<file path="src/rtl/store_write_buffer_if.sv">
// Bus bundle between the store/load pipeline, the store write buffer and the data memory port.
// The master modport is the pipeline/memory side that drives requests; the slave modport is the buffer.
interface store_write_buffer_if #(
  parameter int ADDR_WIDTH = 26,
  parameter int DATA_WIDTH = 32
);
  logic                  st_valid;
  logic [ADDR_WIDTH-1:0] st_addr;
  logic [DATA_WIDTH-1:0] st_data;
  logic                  full;

  logic                  ld_valid;
  logic [ADDR_WIDTH-1:0] ld_addr;
  logic                  take_wb;
  logic                  ld_fwd_valid;
  logic [DATA_WIDTH-1:0] ld_data;

  logic                  mem_valid;
  logic [ADDR_WIDTH-1:0] mem_addr;
  logic [DATA_WIDTH-1:0] mem_data;
  logic                  mem_ready;

  logic                  flush_req;
  logic                  flush_done;

  modport master (
    output st_valid, st_addr, st_data, ld_valid, ld_addr, mem_ready, flush_req,
    input  full, take_wb, ld_fwd_valid, ld_data, mem_valid, mem_addr, mem_data, flush_done
  );

  modport slave (
    input  st_valid, st_addr, st_data, ld_valid, ld_addr, mem_ready, flush_req,
    output full, take_wb, ld_fwd_valid, ld_data, mem_valid, mem_addr, mem_data, flush_done
  );
endinterface

</file>
<file path="src/rtl/store_write_buffer.sv">
// Posted-store FIFO: accepts stores in one cycle, drains them to memory in program order,
// forwards the youngest buffered store to loads, and supports a drain-and-report flush.
module store_write_buffer #(
  parameter int DEPTH      = 4,
  parameter int ADDR_WIDTH = 26,
  parameter int DATA_WIDTH = 32
) (
  input logic clk,
  input logic rst,
  store_write_buffer_if.slave bus
);
  localparam int PW = $clog2(DEPTH);

  typedef enum logic {NORMAL, FLUSH} state_t;

  state_t                state_reg, state_next;
  logic [PW-1:0]         head_reg, tail_reg;
  logic [PW:0]           count_reg;
  logic [DEPTH-1:0]      valid_reg;
  logic [ADDR_WIDTH-1:0] addr_mem [DEPTH];
  logic [DATA_WIDTH-1:0] data_mem [DEPTH];

  logic                  full;
  logic                  push;
  logic                  pop;
  logic                  hit;
  logic [DATA_WIDTH-1:0] fwd_data;
  logic [PW-1:0]         idx;
  logic                  flush_done;

  // Registered count keeps a same-cycle pop from opening space for a push.
  assign full      = (count_reg == (PW+1)'(DEPTH)) || (state_reg == FLUSH);
  assign push      = bus.st_valid & ~full;
  assign pop       = bus.mem_valid & bus.mem_ready;

  assign bus.full       = full;
  assign bus.mem_valid  = (count_reg != '0);
  assign bus.mem_addr   = addr_mem[head_reg];
  assign bus.mem_data   = data_mem[head_reg];
  assign bus.take_wb    = hit;
  assign bus.ld_fwd_valid = hit;
  assign bus.ld_data    = fwd_data;
  assign bus.flush_done = flush_done;

  always_ff @(posedge clk) begin
    if (rst) begin
      head_reg  <= '0;
      tail_reg  <= '0;
      count_reg <= '0;
    end else begin
      if (push) tail_reg <= tail_reg + 1'b1;
      if (pop)  head_reg <= head_reg + 1'b1;
      case ({push, pop})
        2'b10:   count_reg <= count_reg + 1'b1;
        2'b01:   count_reg <= count_reg - 1'b1;
        default: count_reg <= count_reg;
      endcase
    end
  end

  always_ff @(posedge clk) begin
    if (push) begin
      addr_mem[tail_reg] <= bus.st_addr;
      data_mem[tail_reg] <= bus.st_data;
    end
  end

  generate
    for (genvar gi = 0; gi < DEPTH; gi++) begin : g_valid
      always_ff @(posedge clk) begin
        if (rst)
          valid_reg[gi] <= 1'b0;
        else if (push && (tail_reg == PW'(gi)))
          valid_reg[gi] <= 1'b1;
        else if (pop && (head_reg == PW'(gi)))
          valid_reg[gi] <= 1'b0;
      end
    end
  endgenerate

  // Walk oldest to youngest so the last match seen is the youngest store.
  always_comb begin
    hit      = 1'b0;
    fwd_data = '0;
    idx      = '0;
    for (int i = 0; i < DEPTH; i++) begin
      idx = head_reg + PW'(i);
      if (bus.ld_valid && valid_reg[idx] && (addr_mem[idx] == bus.ld_addr)) begin
        hit      = 1'b1;
        fwd_data = data_mem[idx];
      end
    end
  end

  always_ff @(posedge clk) begin
    if (rst) state_reg <= NORMAL;
    else     state_reg <= state_next;
  end

  // Once entered, FLUSH runs to empty regardless of the request level.
  always_comb begin
    state_next = state_reg;
    flush_done = 1'b0;
    case (state_reg)
      NORMAL: if (bus.flush_req) state_next = FLUSH;
      FLUSH: begin
        if (count_reg == '0) begin
          flush_done = 1'b1;
          state_next = NORMAL;
        end
      end
      default: state_next = NORMAL;
    endcase
  end
endmodule

</file>
<file path="src/flat_wrapper.sv">
// flat-port wrapper written by rule: the top's interface ports become plain ports
module store_write_buffer_flat 
#(
  parameter int DEPTH      = 4,
  parameter int ADDR_WIDTH = 26,
  parameter int DATA_WIDTH = 32
)
  (clk, rst, bus_st_valid, bus_st_addr, bus_st_data, bus_ld_valid, bus_ld_addr, bus_mem_ready, bus_flush_req, bus_full, bus_take_wb, bus_ld_fwd_valid, bus_ld_data, bus_mem_valid, bus_mem_addr, bus_mem_data, bus_flush_done);
  store_write_buffer_if #(.ADDR_WIDTH(ADDR_WIDTH), .DATA_WIDTH(DATA_WIDTH)) bus_i ();
  input logic clk;
  input logic rst;
  input wire logic [$bits(bus_i.st_valid)-1:0] bus_st_valid;
  input wire logic [$bits(bus_i.st_addr)-1:0] bus_st_addr;
  input wire logic [$bits(bus_i.st_data)-1:0] bus_st_data;
  input wire logic [$bits(bus_i.ld_valid)-1:0] bus_ld_valid;
  input wire logic [$bits(bus_i.ld_addr)-1:0] bus_ld_addr;
  input wire logic [$bits(bus_i.mem_ready)-1:0] bus_mem_ready;
  input wire logic [$bits(bus_i.flush_req)-1:0] bus_flush_req;
  output wire logic [$bits(bus_i.full)-1:0] bus_full;
  output wire logic [$bits(bus_i.take_wb)-1:0] bus_take_wb;
  output wire logic [$bits(bus_i.ld_fwd_valid)-1:0] bus_ld_fwd_valid;
  output wire logic [$bits(bus_i.ld_data)-1:0] bus_ld_data;
  output wire logic [$bits(bus_i.mem_valid)-1:0] bus_mem_valid;
  output wire logic [$bits(bus_i.mem_addr)-1:0] bus_mem_addr;
  output wire logic [$bits(bus_i.mem_data)-1:0] bus_mem_data;
  output wire logic [$bits(bus_i.flush_done)-1:0] bus_flush_done;
  assign bus_i.st_valid = bus_st_valid;
  assign bus_i.st_addr = bus_st_addr;
  assign bus_i.st_data = bus_st_data;
  assign bus_i.ld_valid = bus_ld_valid;
  assign bus_i.ld_addr = bus_ld_addr;
  assign bus_i.mem_ready = bus_mem_ready;
  assign bus_i.flush_req = bus_flush_req;
  assign bus_full = bus_i.full;
  assign bus_take_wb = bus_i.take_wb;
  assign bus_ld_fwd_valid = bus_i.ld_fwd_valid;
  assign bus_ld_data = bus_i.ld_data;
  assign bus_mem_valid = bus_i.mem_valid;
  assign bus_mem_addr = bus_i.mem_addr;
  assign bus_mem_data = bus_i.mem_data;
  assign bus_flush_done = bus_i.flush_done;
  store_write_buffer #(.DEPTH(DEPTH), .ADDR_WIDTH(ADDR_WIDTH), .DATA_WIDTH(DATA_WIDTH)) u_core (.clk(clk), .rst(rst), .bus(bus_i));
endmodule
</file>
<file path="config.mk">
export PLATFORM = sky130hd
export DESIGN_NAME = store_write_buffer_flat
export DESIGN_NICKNAME = d
export VERILOG_FILES = /design/src/rtl/store_write_buffer_if.sv /design/src/rtl/store_write_buffer.sv /design/src/flat_wrapper.sv
export SDC_FILE = /design/constraint.sdc
export NUM_CORES = 1
export LEC_CHECK = 0
export ABC_AREA = 1
export CAP_MARGIN = 20
export CORE_AREA = 2 2 196 198
export CTS_BUF_LIST = sky130_fd_sc_hd__clkbuf_8
export DETAILED_ROUTE_END_ITERATION = 8
export DIE_AREA = 0 0 198 200
export HOLD_SLACK_MARGIN = 0.06
export PLACE_DENSITY = 0.78
export SETUP_SLACK_MARGIN = 0.02
export SYNTH_ARGS = -nofsm -noshare
export SYNTH_HDL_FRONTEND = slang
export SYNTH_SLANG_ARGS = --single-unit
</file>
<file path="constraint.sdc">
create_clock -name clk -period 4.4 [get_ports clk]
set_clock_uncertainty 0.15 [all_clocks]
set_input_delay 0.44 -clock clk [delete_from_list [all_inputs] [get_ports clk]]
set_output_delay 0.44 -clock clk [all_outputs]
set_load 0.01 [all_outputs]
</file>
==> results_dict.tcl <==
set metrics [dict create \
    status "finished clean" \
    yosysWarnings 0 \
    path_class "reg -> out" \
    syn_area_um2 16700 \
    worstSetupStartpointType "flop" \
    hpwlAfterDp_um 37300 \
    period_minus_slack_ns 4.34 \
    hold-path-cell-count 1 \
    reg2reg_slack_ns 1.89 \
    clock_path_buffers 3 \
    gp_congestion 0.948 \
    drive_gt1_frac 0.0597 \
    clk_latency_ns 0.62 \
    worst_slew_pin_slew_ns 0.901 \
    tns_ns 0 \
    worstHoldPathType "in -> reg" \
    post_drt_via_cell_ratio 5.98 \
    vias 18000 \
    design.portCount 185 \
    fmax_ghz 0.230 \
    slew_headroom 0.399 \
    track_usage 0.294 \
    cp_slowest_cell "clkdlybuf4s50_1" \
    tritoncts "yes" \
    die_x_um 198 \
    worstPathRequired_ns 3.81 \
    row_count 71 \
    die-height_um 200 \
    synth_area_per_cell_um2 7.15 \
    drt_iter0_drc 2634 \
    max_stage_delay_ns 0.55 \
    die_area_um2 39600 \
    grt_max_degree 131 \
    ant_nets 0 \
    finalPower_mw 12.4 \
    ys_seq_elements 246 \
    wl_per_cell_um 20.1 \
    rsz0062_at_grt "yes" \
    power_density_nw_per_um2 609 \
    totalWireLength_um 60400 \
    reg2reg_depth 7 \
    stdcell_count 3008 \
    design_area_um2 20300 \
    dpl.cell_count 2912 \
    numCtsBuffers 42 \
    grt_antenna_before_repair 6 \
    maxCapViolations 0 \
    drt_first_pass_iters 7 \
    portBuffers 184 \
    cts.sinks 246 \
    clk_pin_slew_worst_paths_ns 0.06 \
    critPathCaptureType "primary output" \
    synth_cells 2333 \
    ys_types 28 \
    hold_path.startpoint "bus_st_data[10]" \
    crit_chain "inv_6, ha_4, buf_12, buf_16, nand3_1, nand2_1, o21ai_0, nor2_1, nand2_1, nor2_1, nand2_2, nor2_4, buf_12, a21oi_1, a21oi_1, clkdlybuf4s50_1" \
    vdd_ir_drop_max_mv 0.380 \
    post-route-period-util 0.986 \
    setup_viol 0 \
    initial_utilization 0.446 \
    worstReg2RegEnd "u_core.addr_mem[0][1]$_DFFE_PP_" \
    grt_pass1_vias 17000 \
    cp_max_fo 29 \
    maxSlewViolCount 0 \
    htreeDepth 2 \
    largest_reg_flops 128 \
    finalHoldViolCount 0 \
    power.leakage_nw 8.86 \
    drc 0 \
    hold_path_end "u_core.data_mem[1][10]$_DFFE_PP_" \
    syn-num-nets 2433 \
    crit_arrival_ns 3.75 \
    filler_cell_count 3425 \
    root_buffer "clkbuf_8" \
    reg2reg_from "u_core.count_reg[1]$_SDFFE_PP0P_" \
    yosysSeqAreaShare 0.434 \
    grt_remaining_overflow 0 \
    nets 2564 \
    syn2layout_area_growth_pct 21.9 \
    place_area_um2 18900 \
    grt_pass1_wl_um 90000 \
    whs_ns 0.267 \
    core_area_um2 37400 \
]
==> cells in the mapped netlist <==
library cell | n | area (µm²)
ha_1 | 9 | 113
clkbuf_1 | 69 | 259
nand2_1 | 833 | 3130
nor3_1 | 33 | 165
nand4_1 | 7 | 43.8
a32o_1 | 1 | 10.0
inv_2 | 4 | 15.0
or2_2 | 1 | 6.26
clkinv_1 | 1 | 3.75
nor2_1 | 196 | 736
o211ai_1 | 2 | 15.0
xor2_1 | 17 | 149
buf_1 | 8 | 30.0
fa_1 | 1 | 20.0
a21oi_1 | 113 | 566
nor2_2 | 2 | 12.5
edfxtp_1 | 232 | 6970
o22ai_1 | 63 | 394
o21ai_0 | 218 | 1090
buf_6 | 2 | 22.5
nand3b_1 | 3 | 22.5
o21ai_1 | 2 | 10.0
nand3_1 | 314 | 1570
dfxtp_1 | 14 | 280
mux2i_1 | 33 | 330
inv_1 | 80 | 300
buf_4 | 19 | 143
buf_2 | 56 | 280
==> cell type report <==
type                       count  area [µm²]  share of cell area
antenna                        2        5.00            0.000246
clock buffer                  43         592              0.0291
clock inverter                32         239              0.0118
inverter                      85         350              0.0172
multi-input combinational   1848        8490               0.418
sequential                   246        7260               0.357
tap                          511         639              0.0314
timing repair buffer         240        2750               0.135
timing repair inverter         1        6.26            0.000308
==> metal layers <==
metal,GRT usage,vias up,wire length [µm]
li1,-,8192,-
met1,0.364,8212,22100
met2,0.482,1336,27800
met3,0.0640,252,7810
met4,0.162,8,2720
met5,0,-,60
==> worst max path at each step <==
stage          slack [ns]  cells after the start              end                            start
6_report             0.06                     16   bus_ld_data[4]  u_core.head_reg[0]$_SDFFE_PP0P_
5_1_grt             -0.10                     17   bus_ld_data[4]  u_core.head_reg[0]$_SDFFE_PP0P_
4_1_cts             -0.01                     16  bus_ld_data[28]  u_core.head_reg[0]$_SDFFE_PP0P_
3_5_place_dp         0.13                     17  bus_ld_data[13]  u_core.head_reg[0]$_SDFFE_PP0P_
3_3_place_gp         0.22                     17  bus_ld_data[13]  u_core.head_reg[0]$_SDFFE_PP0P_
2_1_floorplan        0.76                     21      bus_take_wb  u_core.head_reg[0]$_SDFFE_PP0P_
==> timing repair <==
action	CTS	global route
cloned	3	6
gates resized for setup	25	62
pin swaps	0	6
setup buffers	4	7
endpoints found under the setup margin	34	33
hold buffers	0	0
==> stage by stage <==
step	setup slack [ns]	util
4_1_cts	-0.0146	0.533
3_5_place_dp	0.128	0.506
6_report	0.0603	0.544
5_1_grt	-0.100	0.544
3_3_place_gp	0.222	0.506
2_1_floorplan	0.761	-
==> report_power, final <==
part	total (mW)	internal [mW]	switching [mW]
clock network	2.10	1.10	1.00
registers	3.01	2.83	0.178
logic	7.27	2.57	4.69
total	12.4	6.50	5.87
==> kinds of logic after synthesis <==
group / after synthesis / share of synthesized area
and+or+nand+nor: 1389 / 0.341
xor gates and xnor gates: 17 / 0.00893
adders and majority gates: 10 / 0.00795
muxes: 33 / 0.0198
DFF: 246 / 0.434
buffers and inverters: 239 / 0.0632
AOI/OAI and AO/OA: 399 / 0.125
==> cells in the final DEF, fill, tap and decap left out, types with 43 or more instances in the layout <==
master	netlist	final
nand2_1	833	832
nand3_1	314	313
edfxtp_1	232	232
o21ai_0	218	218
nor2_1	196	189
clkdlybuf4s50_1	0	152
a21oi_1	113	108
inv_1	80	88
o22ai_1	63	63
clkbuf_8	0	43
==> critical path, delay by kind of cell, from the launching register on <==
kind | cells | cell delay, ns
AOI/OAI and AO/OA | 3 | 0.35
and+or+nand+nor | 7 | 0.87
DFF | 1 | 0.40
adders and majority gates | 1 | 0.36
buffers and inverters | 5 | 1.13
No activity file was read; power rests on OpenSTA's default activity.
